File: config.mk
export PLATFORM = sky130hd
export DESIGN_NAME = mc_ctrl_fsm
export DESIGN_NICKNAME = d
export VERILOG_FILES = /design/src/rtl/cpu_ctrl_pkg.sv /design/src/rtl/mc_ctrl_fsm_op_class_dec.sv /design/src/rtl/mc_ctrl_fsm.sv
export SDC_FILE = /design/constraint.sdc
export NUM_CORES = 1
export LEC_CHECK = 0
export CAP_MARGIN = 20
export CORE_ASPECT_RATIO = 1.4
export CORE_UTILIZATION = 39
export CTS_CLUSTER_SIZE = 8
export DETAILED_ROUTE_END_ITERATION = 10
export PLACE_DENSITY_LB_ADDON = 0.1
export SYNTH_ARGS = -nofsm -noshare
export SYNTH_HDL_FRONTEND = slang
export SYNTH_SLANG_ARGS = --single-unit
export TNS_END_PERCENT = 5
File: constraint.sdc
create_clock -name CLK -period 2.55 [get_ports CLK]
set_input_delay 0.3825 -clock CLK [delete_from_list [all_inputs] [get_ports CLK]]
set_output_delay 0.3825 -clock CLK [all_outputs]
set_load 0.05 [all_outputs]
File: src/rtl/cpu_ctrl_pkg.sv
// Shared encodings for the multi-cycle RV32I-subset control sequencer:
// opcodes, state codes, immediate-field selects and ALU operation selects.
package cpu_ctrl_pkg;

  localparam logic [6:0] OPC_OP     = 7'b0110011;
  localparam logic [6:0] OPC_OP_IMM = 7'b0010011;
  localparam logic [6:0] OPC_LOAD   = 7'b0000011;
  localparam logic [6:0] OPC_STORE  = 7'b0100011;
  localparam logic [6:0] OPC_BRANCH = 7'b1100011;

  localparam logic [2:0] F3_BEQ = 3'b000;
  localparam logic [2:0] F3_BNE = 3'b001;

  typedef enum logic [2:0] {
    ST_FETCH  = 3'd0,
    ST_DECODE = 3'd1,
    ST_EXEC   = 3'd2,
    ST_MEM    = 3'd3,
    ST_WB     = 3'd4
  } state_t;

  localparam logic [1:0] IMM_I = 2'b00;
  localparam logic [1:0] IMM_S = 2'b01;
  localparam logic [1:0] IMM_B = 2'b10;

  localparam logic [1:0] ALU_ADD   = 2'b00;
  localparam logic [1:0] ALU_SUB   = 2'b01;
  localparam logic [1:0] ALU_FUNCT = 2'b10;

  typedef enum logic [2:0] {
    CLS_NONE   = 3'd0,
    CLS_OP     = 3'd1,
    CLS_OP_IMM = 3'd2,
    CLS_LOAD   = 3'd3,
    CLS_STORE  = 3'd4,
    CLS_BRANCH = 3'd5
  } op_class_t;

  // Immediate field feeding the sign extender; unsupported classes fall back to I.
  function automatic logic [1:0] imm_sel_for(input op_class_t cls);
    case (cls)
      CLS_STORE:  return IMM_S;
      CLS_BRANCH: return IMM_B;
      default:    return IMM_I;
    endcase
  endfunction

endpackage

File: src/rtl/mc_ctrl_fsm_op_class_dec.sv
// Combinational opcode/funct3 classifier: maps an instruction to its
// execution class and flags anything the sequencer does not support.
module op_class_dec
  import cpu_ctrl_pkg::*;
(
  input  logic [6:0] opcode,
  input  logic [2:0] funct3,
  output op_class_t  op_class,
  output logic       legal
);

  always_comb begin
    op_class = CLS_NONE;
    legal    = 1'b0;
    case (opcode)
      OPC_OP: begin
        op_class = CLS_OP;
        legal    = 1'b1;
      end
      OPC_OP_IMM: begin
        op_class = CLS_OP_IMM;
        legal    = 1'b1;
      end
      OPC_LOAD: begin
        op_class = CLS_LOAD;
        legal    = 1'b1;
      end
      OPC_STORE: begin
        op_class = CLS_STORE;
        legal    = 1'b1;
      end
      OPC_BRANCH: begin
        // Only BEQ/BNE are implemented; other compares are illegal.
        op_class = CLS_BRANCH;
        legal    = (funct3 == F3_BEQ) || (funct3 == F3_BNE);
      end
      default: begin
        op_class = CLS_NONE;
        legal    = 1'b0;
      end
    endcase
  end

endmodule

File: src/rtl/mc_ctrl_fsm.sv
// Multi-cycle control sequencer: FETCH/DECODE/EXEC/MEM/WB with a memory
// wait timeout. Outputs are combinational and held at zero during reset.
module mc_ctrl_fsm
  import cpu_ctrl_pkg::*;
#(
  parameter int TIMEOUT_CYCLES = 255,
  parameter int TO_W           = 8
) (
  input  logic        CLK,
  input  logic        RST_N,
  input  logic [31:0] INSTR,
  input  logic        ZERO,
  input  logic        MEM_READY,
  output logic        MEM_REQ,
  output logic        MEM_WE,
  output logic        IORD,
  output logic        IR_WE,
  output logic        PC_WE,
  output logic        PC_SRC,
  output logic        REG_WE,
  output logic        WB_SEL,
  output logic        ALU_SRC_B,
  output logic [1:0]  ALU_OP,
  output logic [1:0]  IMM_SEL,
  output logic        ILLEGAL,
  output logic        BUS_ERR,
  output logic [2:0]  STATE
);

  localparam bit             TO_EN   = (TIMEOUT_CYCLES > 0);
  localparam logic [TO_W-1:0] TO_LAST = TO_EN ? TO_W'(TIMEOUT_CYCLES - 1) : '0;

  // Handshake: MEM_REQ rises in FETCH/MEM and stays high, with IORD and
  // MEM_WE stable, until the cycle MEM_READY is seen or the timeout fires.

  state_t          state_q, state_nxt;
  logic [TO_W-1:0] cnt_q;
  op_class_t       op_class;
  logic            legal;
  logic            waiting;
  logic            timeout_hit;
  logic            unused_instr_bits;

  assign unused_instr_bits = ^{INSTR[31:15], INSTR[11:7]};

  op_class_dec u_dec (
    .opcode   (INSTR[6:0]),
    .funct3   (INSTR[14:12]),
    .op_class (op_class),
    .legal    (legal)
  );

  assign waiting     = (state_q == ST_FETCH) || (state_q == ST_MEM);
  assign timeout_hit = TO_EN && waiting && !MEM_READY && (cnt_q == TO_LAST);

  always_ff @(posedge CLK or negedge RST_N) begin
    if (!RST_N) begin
      state_q <= ST_FETCH;
    end else begin
      state_q <= state_nxt;
    end
  end

  // A timeout in FETCH stays in FETCH, so it must clear the counter explicitly.
  always_ff @(posedge CLK or negedge RST_N) begin
    if (!RST_N) begin
      cnt_q <= '0;
    end else if ((state_nxt != state_q) || timeout_hit) begin
      cnt_q <= '0;
    end else if (waiting && !MEM_READY && (cnt_q != '1)) begin
      cnt_q <= cnt_q + TO_W'(1);
    end
  end

  always_comb begin
    state_nxt = state_q;
    MEM_REQ   = 1'b0;
    MEM_WE    = 1'b0;
    IORD      = 1'b0;
    IR_WE     = 1'b0;
    PC_WE     = 1'b0;
    PC_SRC    = 1'b0;
    REG_WE    = 1'b0;
    WB_SEL    = 1'b0;
    ALU_SRC_B = 1'b0;
    ALU_OP    = ALU_ADD;
    IMM_SEL   = IMM_I;
    ILLEGAL   = 1'b0;
    BUS_ERR   = 1'b0;

    case (state_q)
      ST_FETCH: begin
        MEM_REQ = 1'b1;
        if (MEM_READY) begin
          IR_WE     = 1'b1;
          PC_WE     = 1'b1;
          state_nxt = ST_DECODE;
        end else if (timeout_hit) begin
          BUS_ERR   = 1'b1;
          state_nxt = ST_FETCH;
        end
      end

      ST_DECODE: begin
        IMM_SEL = imm_sel_for(op_class);
        if (!legal) begin
          ILLEGAL   = 1'b1;
          state_nxt = ST_FETCH;
        end else begin
          state_nxt = ST_EXEC;
        end
      end

      ST_EXEC: begin
        IMM_SEL   = imm_sel_for(op_class);
        state_nxt = ST_FETCH;
        case (op_class)
          CLS_OP: begin
            ALU_OP    = ALU_FUNCT;
            state_nxt = ST_WB;
          end
          CLS_OP_IMM: begin
            ALU_SRC_B = 1'b1;
            ALU_OP    = ALU_FUNCT;
            state_nxt = ST_WB;
          end
          CLS_LOAD, CLS_STORE: begin
            ALU_SRC_B = 1'b1;
            ALU_OP    = ALU_ADD;
            state_nxt = ST_MEM;
          end
          CLS_BRANCH: begin
            // INSTR[12] distinguishes BNE from BEQ and inverts the condition.
            ALU_OP = ALU_SUB;
            if (ZERO ^ INSTR[12]) begin
              PC_WE  = 1'b1;
              PC_SRC = 1'b1;
            end
          end
          default: state_nxt = ST_FETCH;
        endcase
      end

      ST_MEM: begin
        MEM_REQ = 1'b1;
        IORD    = 1'b1;
        MEM_WE  = (op_class == CLS_STORE);
        if (MEM_READY) begin
          state_nxt = (op_class == CLS_LOAD) ? ST_WB : ST_FETCH;
        end else if (timeout_hit) begin
          BUS_ERR   = 1'b1;
          state_nxt = ST_FETCH;
        end
      end

      ST_WB: begin
        REG_WE    = 1'b1;
        WB_SEL    = (op_class == CLS_LOAD);
        state_nxt = ST_FETCH;
      end

      default: state_nxt = ST_FETCH;
    endcase

    if (!RST_N) begin
      MEM_REQ   = 1'b0;
      MEM_WE    = 1'b0;
      IORD      = 1'b0;
      IR_WE     = 1'b0;
      PC_WE     = 1'b0;
      PC_SRC    = 1'b0;
      REG_WE    = 1'b0;
      WB_SEL    = 1'b0;
      ALU_SRC_B = 1'b0;
      ALU_OP    = 2'b00;
      IMM_SEL   = 2'b00;
      ILLEGAL   = 1'b0;
      BUS_ERR   = 1'b0;
    end
  end

  assign STATE = RST_N ? state_q : 3'd0;

endmodule

==> results.md <==
* Largest net degree at the start of global routing at 17
* DIE HEIGHT at 58.15 um
* Worst Skew at 0.003313 ns
* GRT Residual Overflow at 0
* Simple-gate share of the synthesized area at 0.3775
* Die Wd at 42.11 um
* Crit path capture type: output pin
* Commonest non-fill, non-tap cell in the layout: buf_12
* Setup TNS at 0 ns
* Period utilization at 0.9798
* First drt pass iteration count at 4
* Cell variety after synth at 43
* Vias in the first global route at 1,007
* WP buf/inv at 3
* RSZ-0062 raised after global routing: false
* Number of placed I/O pins at 54
* Post-synth ARST share at 1.000
* CTS clk-pin slew, worst paths at 0.07 ns
* Nets at 184
* Final setup vio count at 0
* Most used flip-flop cell after synthesis: dfrtp_1
* Bufs on Longest Clock Path at 2
* FMAX at 0.4002 GHz
* Slew Limit Fails at 0
* # clock sinks at 11
* Via/cell ratio at 5.874
* Row cnt at 20
* Synth Area in Adders at 0.02849
* Starting Density at 0.4081
* Final ANT Viol Nets at 0
* First-pass GRT wire length at 4547 um
* Compound-Gate Fraction of Synth Area at 0.1481
* GPL Wtd Cong at 0.8847
* Yosys Warn Count at 0
* Synthesized flop and latch total at 11
* 1st-iter DRT viols at 23
* Worst path slowest cell: or4b_2
* HPWL after DPL at 2071 um
* Hold_buf cts at 0
* Clk_lat worst skew at 0.27 ns
* Max-cap violations at 0
* Core box area at 0.002152 mm^2
* Routed vias at 981
* Non-filler cells, final at 167
* CP Max Fanout at 4
* Post-layout min period at 2.498 ns
* Wirelength per Cell at 16.44 um
* Critical path data arrival time at 2.12 ns
* Maximum VDD drop at 179.7 uV
* Area Growth Syn to Fin at 71.08%
* Largest family of logic cells by synthesized area: simple AND/OR/NAND/NOR gates
* Post-route DRC at 0
* Max_slew headroom at 0.5694
* CP cell instances: clkdlybuf4s50_1, buf_4, or4b_2, a21oi_2, nor4b_1, buf_12
* Port bufs at 31
* Crit-path max cell delay at 0.63 ns
* CTS root buf: clkbuf_4
* Slew @ Worst Pin at 0.6409 ns
* Startpoint Class: input port
* Syn Nets at 143
* Crit path required time at 2.17 ns
* Die ar. at 0.002449 mm^2
* Avg Cell Area, Syn at 8.365 um^2
* CTS buffer count at 3
* Crit path kind: in -> out
* Worst Hold Slack at 0.5105 ns
* CTS tree: built
* CP delay by family, top: buffers and inverters
* Routed wire length at 2745 um
* Pwr per Cell Area at 339.7 mW/mm^2
* Final Hold Fails at 0
* EDFF count, synth at 0
* Post-synthesis mux area share at 0.03419
* Tot GR Track Use at 0.2407
* Cells after Synth at 105
* Post-Syn Area at 878.3 um^2
* Sequential element share of the synthesized area at 0.3134
* Commonest cells after routing, fill and taps aside: 18 x buf_12, 12 x clkdlybuf4s50_1, 11 x dfrtp_1
* Fraction of layout cells with a size suffix above 1 at 0.2759
* H-tree depth at 1
* Ant diodes at 0
* Hold WC Path Type: in -> async
* Pleak at 0.0006120 uW
* Synth Area in XOR/XNOR at 0.04131
* Placed cells at 163
* Status: finished clean
* Initial antenna violation count at 0
==> synth_stat cells, types with 2 or more instances <==
master	instances	area share
dfrtp_1	11	0.31
nor2_1	11	0.047
nand2_1	7	0.030
nand3_1	7	0.040
a21oi_1	6	0.034
inv_1	5	0.021
and2_1	4	0.028
nor4_1	4	0.028
mux2i_1	3	0.034
nand2b_1	3	0.021
nor3_1	3	0.017
or3_1	3	0.021
a211oi_1	2	0.017
and3_1	2	0.014
ha_1	2	0.028
nand3b_1	2	0.017
nand4_1	2	0.014
o21ai_0	2	0.011
o32ai_1	2	0.020
==> stage by stage <==
stage	setup slack, ns	total power [uW]	cell area [um^2]	utilization
6_report	0.05154	510.4	1503	0.6983
5_1_grt	0.001625	538.0	1503	0.6983
4_1_cts	0.08309	512.0	1503	0.6983
3_5_place_dp	-0.1170	389.3	1446	0.6721
3_3_place_gp	-0.1295	383.4	1446	0.6721
2_1_floorplan	-0.2545	310.7	884.6	-
==> cell families (layout without fill, tap and decap cells) <==
group / Yosys count / in the layout
muxes: 3 / 3
and+or+nand+nor: 58 / 58
DFF: 11 / 11
AOI/OAI and AO/OA: 19 / 19
buffers and inverters: 10 / 50
xor gates and xnor gates: 2 / 2
adders and majority gates: 2 / 2
==> flip-flops by register name, summed over array words and instances, names as in the netlist <==
| signal | count |
|---|---|
| cnt_q | 8 |
| state_q | 3 |
==> layer usage <==
metal	track usage	up-vias	routed length (um)
li1	-	470	-
met1	0.2578	459	1001
met2	0.4375	44	1480
met3	0.05919	8	210
met4	0.1161	0	53
met5	0	-	0
==> worst register-to-register path: stages, from the launching register on <==
cell	delay (ns)
dfrtp_1	0.38
buf_4	0.18
xor2_4	0.18
or3_1	0.46
nor4_1	0.40
mux2i_1	0.21
==> power by group <==
part | total [uW] | switching, uW | internal, uW
sequential | 210 | 20.9 | 189
clock | 119 | 58.7 | 60.5
combinational | 182 | 96.5 | 85.0
==> final cells by class <==
type / count / area (um^2)
Fill cell: 169 / 649.4
Timing Repair Buffer: 41 / 564.3
Clock buffer: 4 / 26.28
Sequential cell: 11 / 275.3
Tap cell: 22 / 27.53
Inverter: 5 / 18.77
Multi-Input combinational cell: 84 / 590.6
==> repair_timing <==
item / CTS / global route
endpoints found under the setup margin: 4 / 1
gates resized for setup: 8 / 0
setup buffers: 0 / 0
pin swaps: 0 / 1
==> final timing paths <==
check                      depth (start not counted)  slack [ns]                 start                    to
max reg2reg                                        5        0.67  state_q[0]$_DFF_PN0_  cnt_q[5]$_DFFE_PN0P_
min                                                2        0.51                 RST_N  cnt_q[0]$_DFFE_PN0P_
max                                                6        0.05              INSTR[5]               ILLEGAL
min in group CLK                                   1        0.51  cnt_q[5]$_DFFE_PN0P_  cnt_q[5]$_DFFE_PN0P_
max in group asynchronous                          2        1.86                 RST_N  cnt_q[6]$_DFFE_PN0P_
min reg2reg                                        1        0.51  cnt_q[5]$_DFFE_PN0P_  cnt_q[5]$_DFFE_PN0P_
(Power assumes the default switching activity.)
